<file path="src/rtl/mic_pkg.sv">
// Shared types and constants for the MIC register bank: bus-A source codes,
// C-bus write-mask bit positions and the memory-port FSM states.
package mic_pkg;

  localparam int DATA_W   = 32;
  localparam int NUM_REGS = 9;

  typedef enum logic [3:0] {
    B_H     = 4'd0,
    B_OPC   = 4'd1,
    B_TOS   = 4'd2,
    B_CPP   = 4'd3,
    B_LV    = 4'd4,
    B_SP    = 4'd5,
    B_MBR2U = 4'd6,
    B_MBR2S = 4'd7,
    B_MBRU  = 4'd8,
    B_MBRS  = 4'd9,
    B_MDR   = 4'd10,
    B_NONE  = 4'd11
  } b_sel_e;

  localparam int C_H   = 0;
  localparam int C_OPC = 1;
  localparam int C_TOS = 2;
  localparam int C_CPP = 3;
  localparam int C_LV  = 4;
  localparam int C_SP  = 5;
  localparam int C_PC  = 6;
  localparam int C_MDR = 7;
  localparam int C_MAR = 8;

  typedef enum logic [1:0] {
    ST_IDLE  = 2'd0,
    ST_RD    = 2'd1,
    ST_WR    = 2'd2,
    ST_FETCH = 2'd3
  } mem_state_e;

endpackage

</file>
<file path="src/rtl/mic_reg_bank_if.sv">
// Datapath-side bus and memory port of the register bank; the bank is the
// slave, the microsequencer/memory side is the master.
interface mic_reg_bank_if #(parameter int DW = mic_pkg::DATA_W);
  logic [3:0]    b_sel;
  logic [DW-1:0] c_bus;
  logic [8:0]    c_wr;
  logic          mem_rd;
  logic          mem_wr;
  logic          mem_fetch;
  logic [DW-1:0] a_bus;
  logic [DW-1:0] h_out;
  logic [DW-1:0] mem_addr;
  logic [DW-1:0] mem_wdata;
  logic          mem_req;
  logic          mem_we;
  logic          mem_is_fetch;
  logic          mem_ack;
  logic [DW-1:0] mem_rdata;
  logic          busy;

  modport slave (
    input  b_sel, c_bus, c_wr, mem_rd, mem_wr, mem_fetch, mem_ack, mem_rdata,
    output a_bus, h_out, mem_addr, mem_wdata, mem_req, mem_we, mem_is_fetch, busy
  );

  modport master (
    output b_sel, c_bus, c_wr, mem_rd, mem_wr, mem_fetch, mem_ack, mem_rdata,
    input  a_bus, h_out, mem_addr, mem_wdata, mem_req, mem_we, mem_is_fetch, busy
  );
endinterface

</file>
<file path="src/rtl/mic_mem_if.sv">
// Memory-port sequencer: one outstanding request, address/data captured at issue.
// state    | meaning
// IDLE     | no request; accepts wr > rd > fetch
// RD/WR    | word request at captured MAR pending until ack
// FETCH    | byte fetch at captured PC pending until ack
module mic_mem_if #(parameter int DW = mic_pkg::DATA_W) (
  input  logic          clk,
  input  logic          reset,
  input  logic          mem_rd,
  input  logic          mem_wr,
  input  logic          mem_fetch,
  input  logic          mem_ack,
  input  logic [DW-1:0] mar,
  input  logic [DW-1:0] mdr,
  input  logic [DW-1:0] pc,
  output logic [DW-1:0] mem_addr,
  output logic [DW-1:0] mem_wdata,
  output logic          mem_req,
  output logic          mem_we,
  output logic          mem_is_fetch,
  output logic          busy,
  output logic          rd_done,
  output logic          fetch_done
);
  import mic_pkg::*;

  mem_state_e    state_q, state_d;
  logic [DW-1:0] addr_q, wdata_q;

  // Capture uses pre-edge MAR/MDR/PC, so same-cycle C-bus writes cannot leak in.
  always_ff @(posedge clk or posedge reset) begin
    if (reset) begin
      state_q <= ST_IDLE;
      addr_q  <= '0;
      wdata_q <= '0;
    end else begin
      state_q <= state_d;
      if (state_q == ST_IDLE) begin
        if (mem_wr) begin
          addr_q  <= mar;
          wdata_q <= mdr;
        end else if (mem_rd) begin
          addr_q <= mar;
        end else if (mem_fetch) begin
          addr_q <= pc;
        end
      end
    end
  end

  always_comb begin
    state_d    = state_q;
    rd_done    = 1'b0;
    fetch_done = 1'b0;
    case (state_q)
      ST_IDLE: begin
        if (mem_wr)         state_d = ST_WR;
        else if (mem_rd)    state_d = ST_RD;
        else if (mem_fetch) state_d = ST_FETCH;
      end
      ST_RD: if (mem_ack) begin
        rd_done = 1'b1;
        state_d = ST_IDLE;
      end
      ST_WR: if (mem_ack) state_d = ST_IDLE;
      ST_FETCH: if (mem_ack) begin
        fetch_done = 1'b1;
        state_d    = ST_IDLE;
      end
      default: state_d = ST_IDLE;
    endcase
  end

  assign mem_addr     = addr_q;
  assign mem_wdata    = wdata_q;
  assign mem_req      = (state_q != ST_IDLE);
  assign busy         = (state_q != ST_IDLE);
  assign mem_we       = (state_q == ST_WR);
  assign mem_is_fetch = (state_q == ST_FETCH);
endmodule

</file>
<file path="src/rtl/mic_reg_bank.sv">
// MIC register bank: nine C-bus-writable registers, MBR/MBR2 fetch buffers,
// the combinational bus-A mux and the memory-port sequencer.
module mic_reg_bank #(
  parameter int                DATA_W  = mic_pkg::DATA_W,
  parameter logic [DATA_W-1:0] SP_INIT = 32'h0000_8000,
  parameter logic [DATA_W-1:0] LV_INIT = 32'h0000_4000
) (
  input logic           clk,
  input logic           reset,
  mic_reg_bank_if.slave bus
);
  import mic_pkg::*;

  logic [DATA_W-1:0] regs [NUM_REGS];
  logic [7:0]        mbr;
  logic [15:0]       mbr2;
  logic              rd_done, fetch_done;
  logic [DATA_W-1:0] a_mux;

  // Read data is applied after the C-bus loop so memory wins on MDR.
  always_ff @(posedge clk or posedge reset) begin
    if (reset) begin
      for (int i = 0; i < NUM_REGS; i++) regs[i] <= '0;
      regs[C_SP] <= SP_INIT;
      regs[C_LV] <= LV_INIT;
      mbr        <= '0;
      mbr2       <= '0;
    end else begin
      for (int i = 0; i < NUM_REGS; i++) begin
        if (bus.c_wr[i]) regs[i] <= bus.c_bus;
      end
      if (rd_done) regs[C_MDR] <= bus.mem_rdata;
      if (fetch_done) begin
        mbr  <= bus.mem_rdata[7:0];
        mbr2 <= bus.mem_rdata[15:0];
      end
    end
  end

  always_comb begin
    a_mux = '0;
    case (b_sel_e'(bus.b_sel))
      B_H:     a_mux = regs[C_H];
      B_OPC:   a_mux = regs[C_OPC];
      B_TOS:   a_mux = regs[C_TOS];
      B_CPP:   a_mux = regs[C_CPP];
      B_LV:    a_mux = regs[C_LV];
      B_SP:    a_mux = regs[C_SP];
      B_MBR2U: a_mux = {{(DATA_W-16){1'b0}}, mbr2};
      B_MBR2S: a_mux = {{(DATA_W-16){mbr2[15]}}, mbr2};
      B_MBRU:  a_mux = {{(DATA_W-8){1'b0}}, mbr};
      B_MBRS:  a_mux = {{(DATA_W-8){mbr[7]}}, mbr};
      B_MDR:   a_mux = regs[C_MDR];
      default: a_mux = '0;
    endcase
  end

  assign bus.a_bus = a_mux;
  assign bus.h_out = regs[C_H];

  mic_mem_if #(.DW(DATA_W)) u_mem (
    .clk          (clk),
    .reset        (reset),
    .mem_rd       (bus.mem_rd),
    .mem_wr       (bus.mem_wr),
    .mem_fetch    (bus.mem_fetch),
    .mem_ack      (bus.mem_ack),
    .mar          (regs[C_MAR]),
    .mdr          (regs[C_MDR]),
    .pc           (regs[C_PC]),
    .mem_addr     (bus.mem_addr),
    .mem_wdata    (bus.mem_wdata),
    .mem_req      (bus.mem_req),
    .mem_we       (bus.mem_we),
    .mem_is_fetch (bus.mem_is_fetch),
    .busy         (bus.busy),
    .rd_done      (rd_done),
    .fetch_done   (fetch_done)
  );
endmodule

</file>
<file path="src/flat_wrapper.sv">
// flat-port wrapper written by rule: the top's interface ports become plain ports
module mic_reg_bank_flat import mic_pkg::*;
#(
  parameter int                DATA_W  = mic_pkg::DATA_W,
  parameter logic [DATA_W-1:0] SP_INIT = 32'h0000_8000,
  parameter logic [DATA_W-1:0] LV_INIT = 32'h0000_4000
)
  (clk, reset, bus_b_sel, bus_c_bus, bus_c_wr, bus_mem_rd, bus_mem_wr, bus_mem_fetch, bus_mem_ack, bus_mem_rdata, bus_a_bus, bus_h_out, bus_mem_addr, bus_mem_wdata, bus_mem_req, bus_mem_we, bus_mem_is_fetch, bus_busy);
  mic_reg_bank_if bus_i ();
  input logic clk;
  input logic reset;
  input wire logic [$bits(bus_i.b_sel)-1:0] bus_b_sel;
  input wire logic [$bits(bus_i.c_bus)-1:0] bus_c_bus;
  input wire logic [$bits(bus_i.c_wr)-1:0] bus_c_wr;
  input wire logic [$bits(bus_i.mem_rd)-1:0] bus_mem_rd;
  input wire logic [$bits(bus_i.mem_wr)-1:0] bus_mem_wr;
  input wire logic [$bits(bus_i.mem_fetch)-1:0] bus_mem_fetch;
  input wire logic [$bits(bus_i.mem_ack)-1:0] bus_mem_ack;
  input wire logic [$bits(bus_i.mem_rdata)-1:0] bus_mem_rdata;
  output wire logic [$bits(bus_i.a_bus)-1:0] bus_a_bus;
  output wire logic [$bits(bus_i.h_out)-1:0] bus_h_out;
  output wire logic [$bits(bus_i.mem_addr)-1:0] bus_mem_addr;
  output wire logic [$bits(bus_i.mem_wdata)-1:0] bus_mem_wdata;
  output wire logic [$bits(bus_i.mem_req)-1:0] bus_mem_req;
  output wire logic [$bits(bus_i.mem_we)-1:0] bus_mem_we;
  output wire logic [$bits(bus_i.mem_is_fetch)-1:0] bus_mem_is_fetch;
  output wire logic [$bits(bus_i.busy)-1:0] bus_busy;
  assign bus_i.b_sel = bus_b_sel;
  assign bus_i.c_bus = bus_c_bus;
  assign bus_i.c_wr = bus_c_wr;
  assign bus_i.mem_rd = bus_mem_rd;
  assign bus_i.mem_wr = bus_mem_wr;
  assign bus_i.mem_fetch = bus_mem_fetch;
  assign bus_i.mem_ack = bus_mem_ack;
  assign bus_i.mem_rdata = bus_mem_rdata;
  assign bus_a_bus = bus_i.a_bus;
  assign bus_h_out = bus_i.h_out;
  assign bus_mem_addr = bus_i.mem_addr;
  assign bus_mem_wdata = bus_i.mem_wdata;
  assign bus_mem_req = bus_i.mem_req;
  assign bus_mem_we = bus_i.mem_we;
  assign bus_mem_is_fetch = bus_i.mem_is_fetch;
  assign bus_busy = bus_i.busy;
  mic_reg_bank #(.DATA_W(DATA_W), .SP_INIT(SP_INIT), .LV_INIT(LV_INIT)) u_core (.clk(clk), .reset(reset), .bus(bus_i));
endmodule
</file>
<file path="config.mk">
export PLATFORM = sky130hd
export DESIGN_NAME = mic_reg_bank_flat
export DESIGN_NICKNAME = d
export VERILOG_FILES = /design/src/rtl/mic_pkg.sv /design/src/rtl/mic_reg_bank_if.sv /design/src/rtl/mic_mem_if.sv /design/src/rtl/mic_reg_bank.sv /design/src/flat_wrapper.sv
export SDC_FILE = /design/constraint.sdc
export NUM_CORES = 1
export LEC_CHECK = 0
export BUFFER_PORTS_ARGS = -buffer_cell sky130_fd_sc_hd__buf_2
export CAP_MARGIN = 20
export CORE_MARGIN = 4
export CORE_UTILIZATION = 40
export DETAILED_ROUTE_END_ITERATION = 10
export PLACE_DENSITY_LB_ADDON = 0.1
export SLEW_MARGIN = 20
export SYNTH_ARGS = -nofsm -noshare
export SYNTH_HDL_FRONTEND = slang
export SYNTH_HIERARCHICAL = 1
export SYNTH_SLANG_ARGS = --single-unit
</file>
<file path="constraint.sdc">
create_clock -name clk -period 13.3 [get_ports clk]
set_input_delay 0.665 -clock clk [delete_from_list [all_inputs] [get_ports clk]]
set_output_delay 0.665 -clock clk [all_outputs]
set_load 0.02 [all_outputs]
</file>
==> results of run 1 <==
[power by group through the flow]
stage / clock network [mW] / registers, mW / logic (mW)
CTS: 1.22 / 1.52 / 0.903
global route: 1.27 / 1.55 / 0.962
floorplan: 0 / 1.62 / 0.523
finish: 1.19 / 1.52 / 0.891
global placement: 0 / 1.54 / 0.891
detailed placement: 0 / 1.54 / 0.900
[worst max-delay path by stage]
stage	start	to	cells after the start
3_3_place_gp	bus_b_sel[0]	bus_a_bus[9]	7
2_1_floorplan	reset	u_core/bus.h_out[0]$_DFFE_PP0P_	1
4_1_cts	bus_b_sel[0]	bus_a_bus[9]	7
6_report	bus_b_sel[0]	bus_a_bus[9]	7
3_5_place_dp	bus_b_sel[0]	bus_a_bus[9]	7
5_1_grt	bus_b_sel[0]	bus_a_bus[9]	7
[registers in the layout, indices dropped and copies added (netlist names)]
name	cells
u_core/u_mem/mem_wdata	32
u_core/mbr	7
u_core/regs	256
u_core/mbr2	9
u_core/u_mem/state_q	2
u_core/bus.h_out	32
u_core/u_mem/mem_addr	32
[stage by stage]
step	cell area (um2)	instances	hold WS (ns)
after floorplan	17000	1222	0.472
after global placement	18100	1867	0.467
after detailed placement	18100	1867	0.472
after CTS	19500	1943	0.226
after global routing	19500	1943	0.238
final	19500	1945	0.194
[worst reg2reg max path, cell delays in order (launching register included)]
cell and delay (ns):
dfrtp_1 0.41, inv_1 0.17, and3_2 0.96, mux2_2 0.45
[cell families (layout without fill, tap and decap cells)]
family                 count (synthesis)  count (layout)  share of synthesized area, %
flip-flops                           370             370                          54.4
AND/OR/NAND/NOR                      113             113                          3.59
AO/OA/AOI/OAI                        163             163                          7.20
buffers and inverters                127             309                          4.87
multiplexers                         449             449                          30.0
other                                  0               2                             0
[area by class of cell]
class | instances | area (um2) | area share [%]
diodes | 2 | 5.00 | 0.0256
inverters | 6 | 31.3 | 0.160
flip-flops and latches | 370 | 9260 | 47.5
clock inverters | 13 | 146 | 0.750
well taps | 539 | 674 | 3.46
clock buffers | 63 | 1270 | 6.53
repair buffers | 227 | 1180 | 6.03
multi-input cells | 725 | 6950 | 35.6
[per-layer routing]
metal,global-route usage (%),vias up,part of all wire (%)
met3,4.70,67,5.5
met5,0,-,0.026
met1,30.3,5692,46
met4,4.67,2,1.9
li1,-,4779,-
met2,34.2,299,47
[placed cells by master (no fill, tap or decap), types with 7 or more instances in the layout]
master,instances
a222oi_1,16
clkbuf_1,10
clkinv_2,9
dfrtp_1,368
mux2i_1,58
clkbuf_8,8
a21oi_1,9
o311ai_1,7
mux2_4,32
nor2_1,7
buf_2,214
nand2_1,52
o211ai_1,13
buf_4,11
a22oi_1,20
a22o_1,18
nor2b_1,8
o21ai_0,44
mux2_1,8
mux2_2,351
and3_1,8
o22ai_1,8
clkbuf_16,45
==> results.ini, run 1 <==
[floorplanning]
ios=215
die_w_um=214
initial_core_util_pct=40.5
rows=75
coreArea_um2=42000
die_h_um=214
die_area_um2=45900

[setup_path]
critical-path-slowest-cell=buf_4
critPathTopFamily=buffers and inverters
r2r_slack_ns=11.20
cp-end-kind=primary output
cp.buffers_inverters=3
cp.required_ns=12.64
worstSetupStartpointType=input port
path_max_fanout=67
path_cells=buf_2, buf_4, nor2b_1, nand3_1, o221a_2, o21ai_0, buf_2
r2r-start=u_core/u_mem/state_q[0]$_DFFE_PP0P_
worst_path_largest_cell_delay_ns=0.68
reg2reg_depth=3
crit_path_frequent_cell=buf_2
reg2reg_to=u_core/u_mem/mem_wdata[16]$_DFFE_PP0P_
path_class=input port to primary output
arrival_ns=3.08

[timing]
post-route-period-util_pct=28.2
timing.final.ws_setup_ns=9.55
grt_setup_unrepaired=no
setup_viol=0
tightest_slew_ns=1.10
finalHoldViolations=0
slew-limit-headroom_pct=26.6
fmax_ghz=0.267
fin_skew_ns=0.00867
min_period_ns=3.75
fin_tns_setup_ns=0
slew_violations=0

[clock_tree]
clkTransAtPathRegs_ns=0.05
root_buffer=clkbuf_16
clk_latency_ns=0.56
h-tree-depth=2
post_cts_buffers=0
tritoncts=built
hold_buffers=0
clock-sinks=370
cts_resized=0
clockBufferDepth=3
tritoncts.num_buffers=42

[run_status]
outcome=finished, final reports clean

[cells_and_area]
areaGrowthSynthToFinish_pct=14.6
fin_util_pct=46.4
layout-drive-gt1-share_pct=49.7
filler_cell_count=3833
final_nets=1455

[route]
drt_iter0_markers=725
wire_per_inst_um=25.5
firstDrtPassIters=5
num_vias=10800
ant_nets=0
drc=0
finalWirelength_um=49600
via_per_inst=5.57

[global_route]
grt_usage_pct=21.4
first_global_vias=11500
grt-ovfl-total=0
antenna_found_initial=2
grt_pass1_wl_um=75700
grt_max_degree=90

[yosys]
avgSynthCellArea_um2=13.9
dominantRegCellSynth=dfrtp_1
synth_most_common_cell=dfrtp_1
synth_edf_count=0
syn_inst=1222
async_flop_share_pct=100
yosys-top-cells-area=dfrtp_1 (54%), mux2_2 (23%), mux2i_1 (3.4%)
yosysWarnings=6
syn_nets=1305
synth_seq_cells=370
synth.top_cell.area_share_pct=54.1
syn_area_um2=17000
synth_area_leader_cell=dfrtp_1
synth_commonest_cells=dfrtp_1 (368), mux2_2 (351), mux2i_1 (58)
ys_types=60
ys_seq_area_share_pct=54.4

[power_and_ir_drop]
p_sw_mw=1.12
switching_share_pct=31.1
p_comb_share_pct=24.8
leakage_nw=8.60
internal-power_mw=2.48
p_total_mw=3.60
clkPwrFrac_pct=33.0
seqPwrFrac_pct=42.2
power.density_nw_per_um2=184
ir_worst_vdd_v=0.000213

[place]
port_buffers=214
dp_hpwl_um=31300
pre_cts_slack_ns=9.53
globalplace.congestion=0.766

[flow_run]
max_cap_viol_count=0

[hold_path]
min_path_type=input port to asynchronous set/reset pin

(Power assumes the default switching activity.)
==> inputs of run 2 (changes only) <==
Settings changed: ABC_AREA from default to 1.
Clock period 13.3 ns to 3.1 ns, I/O delays scaled along.
==> results.ini, run 2 <==
[run_status]
outcome=finished, final reports clean

[cells_and_area]
regMostFlops=u_core/regs
layout-drive-gt1-share_pct=15.6  ; -34 points
fin_area_um2=19900  ; +2.0%
largest_reg_flops=256  ; unchanged
final_common_cell=nand2_1
final_cell_mix=nand2_1 (449), dfrtp_1 (368), nor2_1 (346), nand3_1 (241), a21oi_1 (214)
areaGrowthSynthToFinish_pct=18.5
final_nets=2297  ; +58%
filler_cell_count=4056  ; +5.8%

[timing]
tightest_slew_ns=0.922  ; -0.178 ns
finalHoldViolations=0  ; unchanged
min_period_ns=2.33
fmax_ghz=0.428
grt_setup_unrepaired=no
slew_violations=0  ; unchanged
setup_viol=0  ; unchanged
timing.final.ws_setup_ns=0.766  ; -8.79 ns
post-route-period-util_pct=75.3
fin_tns_setup_ns=0  ; unchanged
fin_skew_ns=0.0167  ; +0.00804 ns
slew-limit-headroom_pct=38.5  ; +12 points

[floorplanning]
die_h_um=213  ; -0.67%
initial_core_util_pct=40.8  ; +0.25 points
rows=74  ; -1.3%
ios=215  ; unchanged
die_w_um=213  ; -0.67%
die_area_um2=45300  ; -1.3%
coreArea_um2=41200  ; -2.0%

[place]
globalplace.congestion=0.860  ; +12%
port_buffers=214  ; unchanged
dp_hpwl_um=36700  ; +17%
pre_cts_slack_ns=1.12  ; -8.41 ns
placed_area_um2=18000  ; -0.44%

[clock_tree]
clockBufferDepth=3  ; unchanged
h-tree-depth=2  ; unchanged
clkTransAtPathRegs_ns=0.06  ; about the same
root_buffer=clkbuf_16
clk_latency_ns=0.56  ; about the same
tritoncts.num_buffers=41  ; -2.4%
post_cts_buffers=0  ; unchanged
clock-sinks=370  ; unchanged
tritoncts=built

[yosys]
yosys-top-cells-area=dfrtp_1 (55%), nand2_1 (10%), nor2_1 (7.8%)
synth_edf_count=0  ; unchanged
yosysWarnings=6  ; unchanged
async_flop_share_pct=100  ; unchanged
synth_commonest_cells=nand2_1 (449), dfrtp_1 (368), nor2_1 (348)
syn_inst=2034  ; +66%
syn_area_um2=16800  ; -1.4%
synth.top_cell.area_share_pct=54.8  ; +0.76 points
avgSynthCellArea_um2=8.26  ; -41%
ys_seq_area_share_pct=55.1  ; +0.76 points
synth_area_leader_cell=dfrtp_1
synth_most_common_cell=nand2_1
dominantRegCellSynth=dfrtp_1
syn_nets=2117  ; +62%
ys_types=29  ; -52%
synth_seq_cells=370  ; unchanged

[setup_path]
worst_path_largest_cell_delay_ns=0.46  ; -0.22 ns
path_max_fanout=13  ; -81%
worstSetupStartpointType=flop
arrival_ns=2.18  ; -0.90 ns
critPathTopFamily=simple AND/OR/NAND/NOR gates
path_class=flop to primary output
cp-end-kind=primary output
cp.buffers_inverters=2  ; -1
path_cells=nand3_2, buf_4, nand2_1, nor2_1, nand3_1, buf_2
critical-path-slowest-cell=dfrtp_1
cp.required_ns=2.94  ; -9.70 ns

[hold_path]
min_path_type=input port to flop

[global_route]
grt-busiest-layer=met1
grtUsageMet1_pct=37.8  ; +7.5 points
grt_pass1_wl_um=83600  ; +10%
first_global_vias=13400  ; +17%
antenna_found_initial=3  ; +1
grt_usage_pct=23.9  ; +2.5 points
grt_use_met3_pct=4.36  ; -0.34 points
grt-ovfl-total=0  ; unchanged
grt_max_degree=83  ; -7.8%
use_met2_pct=34.2  ; -0.035 points

[route]
wire_per_inst_um=19.6  ; -23%
finalWirelength_um=54400  ; +9.7%
ant_nets=0  ; unchanged
drc=0  ; unchanged
drt_iter0_markers=1490  ; +110%
num_vias=14400  ; +33%
via_per_inst=5.20  ; -6.6%
firstDrtPassIters=6  ; +1

[power_and_ir_drop]
leakage_nw=9.89  ; +15%
power.density_nw_per_um2=749  ; +310%
ir_worst_vdd_v=0.000358  ; +68%

[flow_run]
max_cap_viol_count=0  ; unchanged

## run 2: cell count changes after synthesis, moves of 18 or more
| cell | change |
|---|---|
| nand3_1 | +235 |
| mux2i_1 | -58 |
| a21oi_1 | +205 |
| nor2_1 | +341 |
| clkbuf_1 | +34 |
| nand2_1 | +397 |
| o221ai_1 | +32 |
| buf_1 | +18 |
| a22o_1 | -18 |
| a22oi_1 | -20 |
| mux2_4 | -32 |
| mux2_2 | -337 |
| inv_1 | +108 |
## run 2: worst register-to-register path, cell delays in order, from the launching register on
cell and delay [ns]:
dfrtp_1 0.41, inv_2 0.08, nor3_2 0.24, buf_4 0.39, inv_1 0.08, nand2_1 0.07, buf_4 0.35, o221ai_1 0.18
## run 2: layout make-up
cell class	count	area, um2	area share (%)
sequential	370	9260	46.5
multi-input combinational	1369	6170	31.0
timing repair buffer	304	1990	10.0
clock buffer	61	1250	6.30
tap	532	666	3.34
inverter	128	484	2.43
clock inverter	8	71.3	0.358
antenna	1	2.50	0.0126
## run 2: logic make-up (layout without fill, tap and decap cells)
| group | Yosys count | count (layout) | share of synthesized area, % |
|---|---|---|---|
| and+or+nand+nor | 1058 | 1058 | 26.1 |
| DFF | 370 | 370 | 55.1 |
| AOI/OAI and AO/OA | 297 | 297 | 9.63 |
| buffers and inverters | 295 | 501 | 8.22 |
| muxes | 14 | 14 | 0.939 |
| other | 0 | 1 | 0 |
## run 2: where the power goes
part / switching [mW] / internal [mW] / total [mW]
sequential: 0.661 / 5.77 / 6.43
clock: 1.95 / 2.86 / 4.82
combinational: 2.50 / 1.16 / 3.66
total: 5.11 / 9.79 / 14.9
## run 2: worst paths after layout
kind	startpoint	endpoint	slack, ns	cells after the start
min reg2reg	u_core/u_mem/mem_wdata[5]$_DFFE_PP0P_	u_core/u_mem/mem_wdata[5]$_DFFE_PP0P_	0.47	2
min	bus_mem_rd	u_core/u_mem/state_q[1]$_DFFE_PP0P_	0.03	4
max in group asynchronous	reset	u_core/u_mem/mem_wdata[25]$_DFFE_PP0P_	1.83	4
min in group asynchronous	reset	u_core/regs[68]$_DFFE_PP0P_	0.33	3
max reg2reg	u_core/u_mem/state_q[0]$_DFFE_PP0P_	u_core/regs[37]$_DFFE_PP0P_	1.16	7
max	u_core/mbr2[7]$_DFFE_PP0P_	bus_a_bus[31]	0.77	6
## run 2: repair_timing
action | in CTS | in global routing
gates resized for setup | 0 | 0
hold endpoints to repair | 158 | 0
hold buffers | 57 | 0
## run 2: metrics by stage
stage                     total power [mW]  std cells  hold slack [ns]  utilization (%)
after floorplan                       8.77       2034            0.261                -
after global placement                10.1       2646            0.371             43.7
after detailed placement              10.1       2646            0.371             43.7
after CTS                             15.0       2772          0.00473             48.3
after global routing                  15.7       2773           0.0692             48.3
final                                 14.9       2773           0.0309             48.3
## run 2: routing by layer
layer / part of all wire, % / vias up / wire length, um
met4: 1.6 / 4 / 874
met2: 43 / 521 / 23400
li1: - / 6896 / -
met5: 0.039 / - / 21
met1: 48 / 6942 / 26100
met3: 7.5 / 64 / 4060
